[config.mk]
export PLATFORM = sky130hd
export DESIGN_NAME = pid_axis_scheduler
export DESIGN_NICKNAME = d
export VERILOG_FILES = /design/src/rtl/pid_axis_scheduler.sv
export SDC_FILE = /design/constraint.sdc
export NUM_CORES = 1
export LEC_CHECK = 0
export ABC_CLOCK_PERIOD_IN_PS = 6310
export CORE_ASPECT_RATIO = 0.75
export CORE_MARGIN = 2
export CORE_UTILIZATION = 30
export DETAILED_ROUTE_END_ITERATION = 10
export GPL_TIMING_DRIVEN = 0
export PLACE_DENSITY = 0.51
export SLEW_MARGIN = 20
export SYNTH_ARGS = -nofsm -noshare
export SYNTH_HDL_FRONTEND = slang
export SYNTH_SLANG_ARGS = --single-unit
[constraint.sdc]
create_clock -name clk -period 6.31 [get_ports clk]
set_input_delay 1.262 -clock clk [delete_from_list [all_inputs] [get_ports clk]]
set_output_delay 1.262 -clock clk [all_outputs]
set_load 0.005 [all_outputs]
[src/rtl/pid_axis_scheduler.sv]
// Two-axis PID sequencer: phase-staggered sample ticks, shadowed gain commits,
// and per-axis DISABLED/RUN/FAULT control with saturation-fault detection.
module pid_axis_scheduler #(
  parameter int          DIVIDER      = 5000,
  parameter int          PHASE_OFFSET = 2500,
  parameter int          SAT_LEVEL    = 3950,
  parameter int          SAT_LIMIT    = 2000,
  parameter logic [15:0] KP_INIT      = 16'h0100,
  parameter logic [15:0] KI_INIT      = 16'h0000,
  parameter logic [15:0] KD_INIT      = 16'h0000
) (
  input  logic               clk,
  input  logic               reset,
  input  logic [1:0]         axis_en_req,
  input  logic [1:0]         fault_clr,
  input  logic               gain_wr,
  input  logic               gain_axis,
  input  logic [1:0]         gain_sel,
  input  logic [15:0]        gain_data,
  input  logic               gain_commit,
  input  logic               gain_commit_axis,
  input  logic signed [15:0] ctrl_sig0,
  input  logic signed [15:0] ctrl_sig1,
  output logic [1:0]         sample_en,
  output logic [1:0]         axis_run,
  output logic [1:0]         axis_fault,
  output logic [15:0]        kp0,
  output logic [15:0]        ki0,
  output logic [15:0]        kd0,
  output logic [15:0]        kp1,
  output logic [15:0]        ki1,
  output logic [15:0]        kd1,
  output logic [1:0]         commit_pending
);

  localparam int                CW      = (DIVIDER > 1) ? $clog2(DIVIDER) : 1;
  localparam logic signed [16:0] SAT_POS = 17'(SAT_LEVEL);
  localparam logic signed [16:0] SAT_NEG = 17'(-SAT_LEVEL);
  localparam logic [16:0]        SAT_LIM = 17'(SAT_LIMIT);

  typedef enum logic [1:0] {ST_DISABLED, ST_RUN, ST_FAULT} state_t;

  logic [CW-1:0]      cnt;
  logic [1:0]         tick;
  logic [1:0]         sat;
  logic [1:0]         sat_hit;
  logic [1:0]         commit_set;
  logic signed [15:0] ctrl    [2];
  logic [15:0]        sat_cnt [2];
  logic [15:0]        stg     [2][3];
  logic [15:0]        act     [2][3];
  state_t             state    [2];
  state_t             state_nx [2];

  assign tick[0] = (cnt == '0);
  assign tick[1] = (cnt == CW'(PHASE_OFFSET));
  assign ctrl[0] = ctrl_sig0;
  assign ctrl[1] = ctrl_sig1;

  assign kp0 = act[0][0];
  assign ki0 = act[0][1];
  assign kd0 = act[0][2];
  assign kp1 = act[1][0];
  assign ki1 = act[1][1];
  assign kd1 = act[1][2];

  // Request-low exit takes priority over a fault on the same tick.
  always_comb begin
    for (int unsigned i = 0; i < 2; i++) begin
      sat[i]        = ($signed({ctrl[i][15], ctrl[i]}) >= SAT_POS) ||
                      ($signed({ctrl[i][15], ctrl[i]}) <= SAT_NEG);
      sat_hit[i]    = sat[i] && (({1'b0, sat_cnt[i]} + 17'd1) >= SAT_LIM);
      commit_set[i] = gain_commit && (gain_commit_axis == 1'(i));
      state_nx[i]   = state[i];
      case (state[i])
        ST_DISABLED: if (tick[i] && axis_en_req[i]) state_nx[i] = ST_RUN;
        ST_RUN: begin
          if (!axis_en_req[i])           state_nx[i] = ST_DISABLED;
          else if (tick[i] && sat_hit[i]) state_nx[i] = ST_FAULT;
        end
        ST_FAULT: if (fault_clr[i] && !axis_en_req[i]) state_nx[i] = ST_DISABLED;
        default: state_nx[i] = ST_DISABLED;
      endcase
      axis_run[i]   = (state[i] == ST_RUN);
      axis_fault[i] = (state[i] == ST_FAULT);
    end
  end

  // Nonblocking updates let the applying tick copy pre-write staging values.
  always_ff @(posedge clk) begin
    if (reset) begin
      cnt            <= '0;
      sample_en      <= '0;
      commit_pending <= '0;
      for (int unsigned i = 0; i < 2; i++) begin
        state[i]   <= ST_DISABLED;
        sat_cnt[i] <= '0;
        stg[i][0]  <= KP_INIT;
        stg[i][1]  <= KI_INIT;
        stg[i][2]  <= KD_INIT;
        act[i][0]  <= KP_INIT;
        act[i][1]  <= KI_INIT;
        act[i][2]  <= KD_INIT;
      end
    end else begin
      cnt <= (cnt == CW'(DIVIDER - 1)) ? '0 : cnt + CW'(1);
      for (int unsigned i = 0; i < 2; i++) begin
        state[i]     <= state_nx[i];
        sample_en[i] <= tick[i] && (state_nx[i] == ST_RUN);
        if (state[i] == ST_DISABLED && state_nx[i] == ST_RUN)
          sat_cnt[i] <= '0;
        else if (state[i] == ST_RUN && tick[i])
          sat_cnt[i] <= !sat[i] ? '0 : ((&sat_cnt[i]) ? sat_cnt[i] : sat_cnt[i] + 16'd1);
        if (tick[i] && commit_pending[i])
          for (int unsigned j = 0; j < 3; j++) act[i][j] <= stg[i][j];
        if (commit_set[i])
          commit_pending[i] <= 1'b1;
        else if (tick[i])
          commit_pending[i] <= 1'b0;
      end
      if (gain_wr) begin
        case (gain_sel)
          2'd0:    stg[gain_axis][0] <= gain_data;
          2'd1:    stg[gain_axis][1] <= gain_data;
          2'd2:    stg[gain_axis][2] <= gain_data;
          default: ;
        endcase
      end
    end
  end

endmodule

==> impl_metrics.json <==
{
  "status": "complete, no violations",
  "worst_clock_skew_ns": 0.00864,
  "clk_latency_ns": 0.52,
  "clockBufferDepth": 3,
  "port_buffers": 163,
  "fillers": 3185,
  "fmax_mhz": 236,
  "rr_startpoint": "cnt[0]$_SDFF_PP0_",
  "grt_util_all_layers": 0.137,
  "post-route-period-util": 0.672,
  "ys_seq_area_frac": 0.698,
  "cts_buffers": 27,
  "via_count": 6388,
  "gr-total-overflow": 0,
  "crit_start": "reset",
  "yosys_warnings": 0,
  "io_pins": 164,
  "worstPathRequired_ns": 6.41,
  "setup_violations": 0,
  "grt_max_degree": 49,
  "drive_gt1_frac": 0.0618,
  "power.density_mw_per_mm2": 273,
  "netlist_area_mm2": 0.0102,
  "viasPerCell": 4.45,
  "ir_drop_mv": 0.125,
  "slew_violations": 0,
  "min_period_ns": 4.24,
  "area_growth_pct": 29.6,
  "final.setup.tns_ns": 0,
  "postCtsSetupBuffers": 0,
  "synthFlopType": "edfxtp_1",
  "crit_fanout": 16,
  "dp_hpwl_um": 17100,
  "grt_pass1_vias": 6276,
  "dr.pass1.iters": 5,
  "drt_iter0_markers": 506,
  "rows": 58,
  "hold_class": "flip-flop to flip-flop",
  "die_x_um": 217,
  "grt_pass1_wl_um": 37000,
  "startpoint_type": "primary input",
  "synth_edf_count": 224,
  "n_antenna_cell": 0,
  "htreeDepth": 1,
  "drt-total-wl_um": 24400,
  "holdCritStartpoint": "cnt[0]$_SDFF_PP0_",
  "post_cts_resized": 0,
  "cp-end-kind": "flip-flop",
  "async_flop_share": 0,
  "arrival_ns": 4.34,
  "synth_area_leaders": "edfxtp_1 (66%), and2_1 (7.0%), dfxtp_1 (4.1%)",
  "clkTransAtPathRegs_ns": 0.06,
  "dieArea_mm2": 0.0356,
  "syn_avg_cell_area_um2": 13.1,
  "ant_nets": 0,
  "numPlacedInstances": 1394,
  "synth_top_area_frac": 0.657,
  "drcViolationCount": 0,
  "wl_per_cell_um": 17.0,
  "final_cells": 1437,
  "clkSinkCount": 245,
  "synth_cell_type_count": 56,
  "antenna_found_initial": 0,
  "max-cap-violations": 0,
  "crit_type": "primary input to flip-flop",
  "final_hold_viol_count": 0,
  "cts-root-buf": "clkbuf_16",
  "place.gp.congestion": 0.807,
  "syn-num-nets": 846,
  "start_util": 0.305,
  "cts_tree": "done",
  "yosysTopAreaCell": "edfxtp_1",
  "ctsHoldBuffers": 0,
  "ys_seq_elements": 245,
  "synthCells": 780,
  "tightestPinTransition_ns": 1.06,
  "nets": 1039,
  "die_h_um": 164,
  "core_area_mm2": 0.0336,
  "p_leak_uw": 0.00471,
  "relSlewSlack": 0.285,
  "grt_setup_unrepaired": "no"
}
-- state kept, by name, summed over array words and instances (netlist names) --
register	count
act	96
stg	96
sat_cnt	32
cnt	13
state	4
commit_pending	2
sample_en	2
-- cell usage in the layout (no fill, tap or decap), drive strengths merged, types with 3 or more instances in the layout --
master / netlist / routed
nor2: 104 / 104
o31ai: 3 / 3
or2: 3 / 3
and2: 115 / 115
nand4: 15 / 15
a31oi: 3 / 3
clkbuf: 20 / 50
nand2b: 4 / 4
edfxtp: 224 / 224
clkinv: 1 / 11
nand4b: 6 / 6
dfxtp: 21 / 21
a21oi: 13 / 13
ha: 6 / 6
nor3: 9 / 9
o21ai: 6 / 6
nor3b: 3 / 3
or4: 5 / 5
and3: 21 / 21
o211ai: 4 / 4
clkdlybuf4s50: 0 / 163
mux2i: 3 / 3
nand3: 20 / 20
nor4: 9 / 9
buf: 5 / 6
nand2: 54 / 54
a21o: 3 / 3
xor2: 22 / 22
inv: 30 / 30
xnor2: 20 / 20
nor2b: 6 / 6
-- through the flow --
stage	area [um^2]	power (uW)	utilization	hold WS, ns	setup WS, ns
2_1_floorplan	10200	2030	-	0.441	3.10
3_3_place_gp	12400	2190	0.370	0.467	1.56
3_5_place_dp	12500	2200	0.371	0.470	1.51
4_1_cts	13300	3670	0.395	0.484	2.07
5_1_grt	13300	3760	0.395	0.522	1.70
6_report	13300	3620	0.395	0.480	2.07
-- cell type report --
class | count | area (um^2) | share of cell area
repair buffers | 164 | 1650 | 0.124
clock inverters | 13 | 114 | 0.00858
clock buffers | 30 | 687 | 0.0518
inverters | 31 | 116 | 0.00877
flip-flops and latches | 245 | 7150 | 0.538
plain buffers | 25 | 119 | 0.00896
well taps | 450 | 563 | 0.0424
multi-input cells | 479 | 2880 | 0.217
-- routing by layer --
metal  GRT usage  up-vias  wire length [um]
met3      0.0256       30              1140
met4      0.0314        0               434
met2       0.203      150             10400
met5           0        -                 0
met1       0.205     3059             12500
li1            -     3149                 -
-- synthesized netlist by cell type, types with 2 or more instances --
cell,number
edfxtp_1,224
and2_1,115
nor2_1,94
nand2_1,54
inv_1,30
xor2_1,22
and3_1,21
dfxtp_1,21
nand3_1,20
xnor2_1,20
clkbuf_1,18
nand4_1,15
a21oi_1,12
nor4_1,9
nor3_1,8
nor2_4,7
ha_1,6
nand4b_1,6
nor2b_1,6
o21ai_0,6
or4_1,5
nand2b_1,4
a21o_1,3
a31oi_1,3
mux2i_1,3
nor2_2,3
nor3b_1,3
o211ai_1,3
o31ai_1,3
a211o_1,2
a22oi_1,2
a31o_2,2
a41o_1,2
and4_1,2
buf_2,2
clkbuf_2,2
nor4b_1,2
or2_2,2
-- worst max-delay path: stages --
cell and delay, ns:
clkdlybuf4s50_1 0.53, buf_2 0.27, clkinv_1 0.48, nand2_1 0.35, or4_1 0.16, clkbuf_1 0.28, clkbuf_1 0.44, nand2_1 0.56
-- kinds of logic after synthesis --
logic type,share of synthesized area
compound gates,0.0337
flops,0.698
fa+ha+maj,0.00733
buf+inv,0.0230
xor+xnor,0.0359
mux,0.00293
simple gates,0.199
-- path summary, 6_finish.rpt --
| check | to | slack (ns) | cells past startpoint |
|---|---|---|---|
| max | stg[0][34]$_SDFFCE_PN0P_ | 2.07 | 8 |
| min | cnt[0]$_SDFF_PP0_ | 0.48 | 1 |
| max reg2reg | sat_cnt[0][3]$_SDFFCE_PN0P_ | 3.23 | 9 |
| min reg2reg | cnt[0]$_SDFF_PP0_ | 0.48 | 1 |
-- power breakdown --
group	switching, uW	internal, uW	leakage, uW	total [uW]
clock	613	852	0.000390	1470
sequential	42.9	1870	0.00239	1910
combinational	125	123	0.00193	248
No activity file was read; power rests on OpenSTA's default activity.
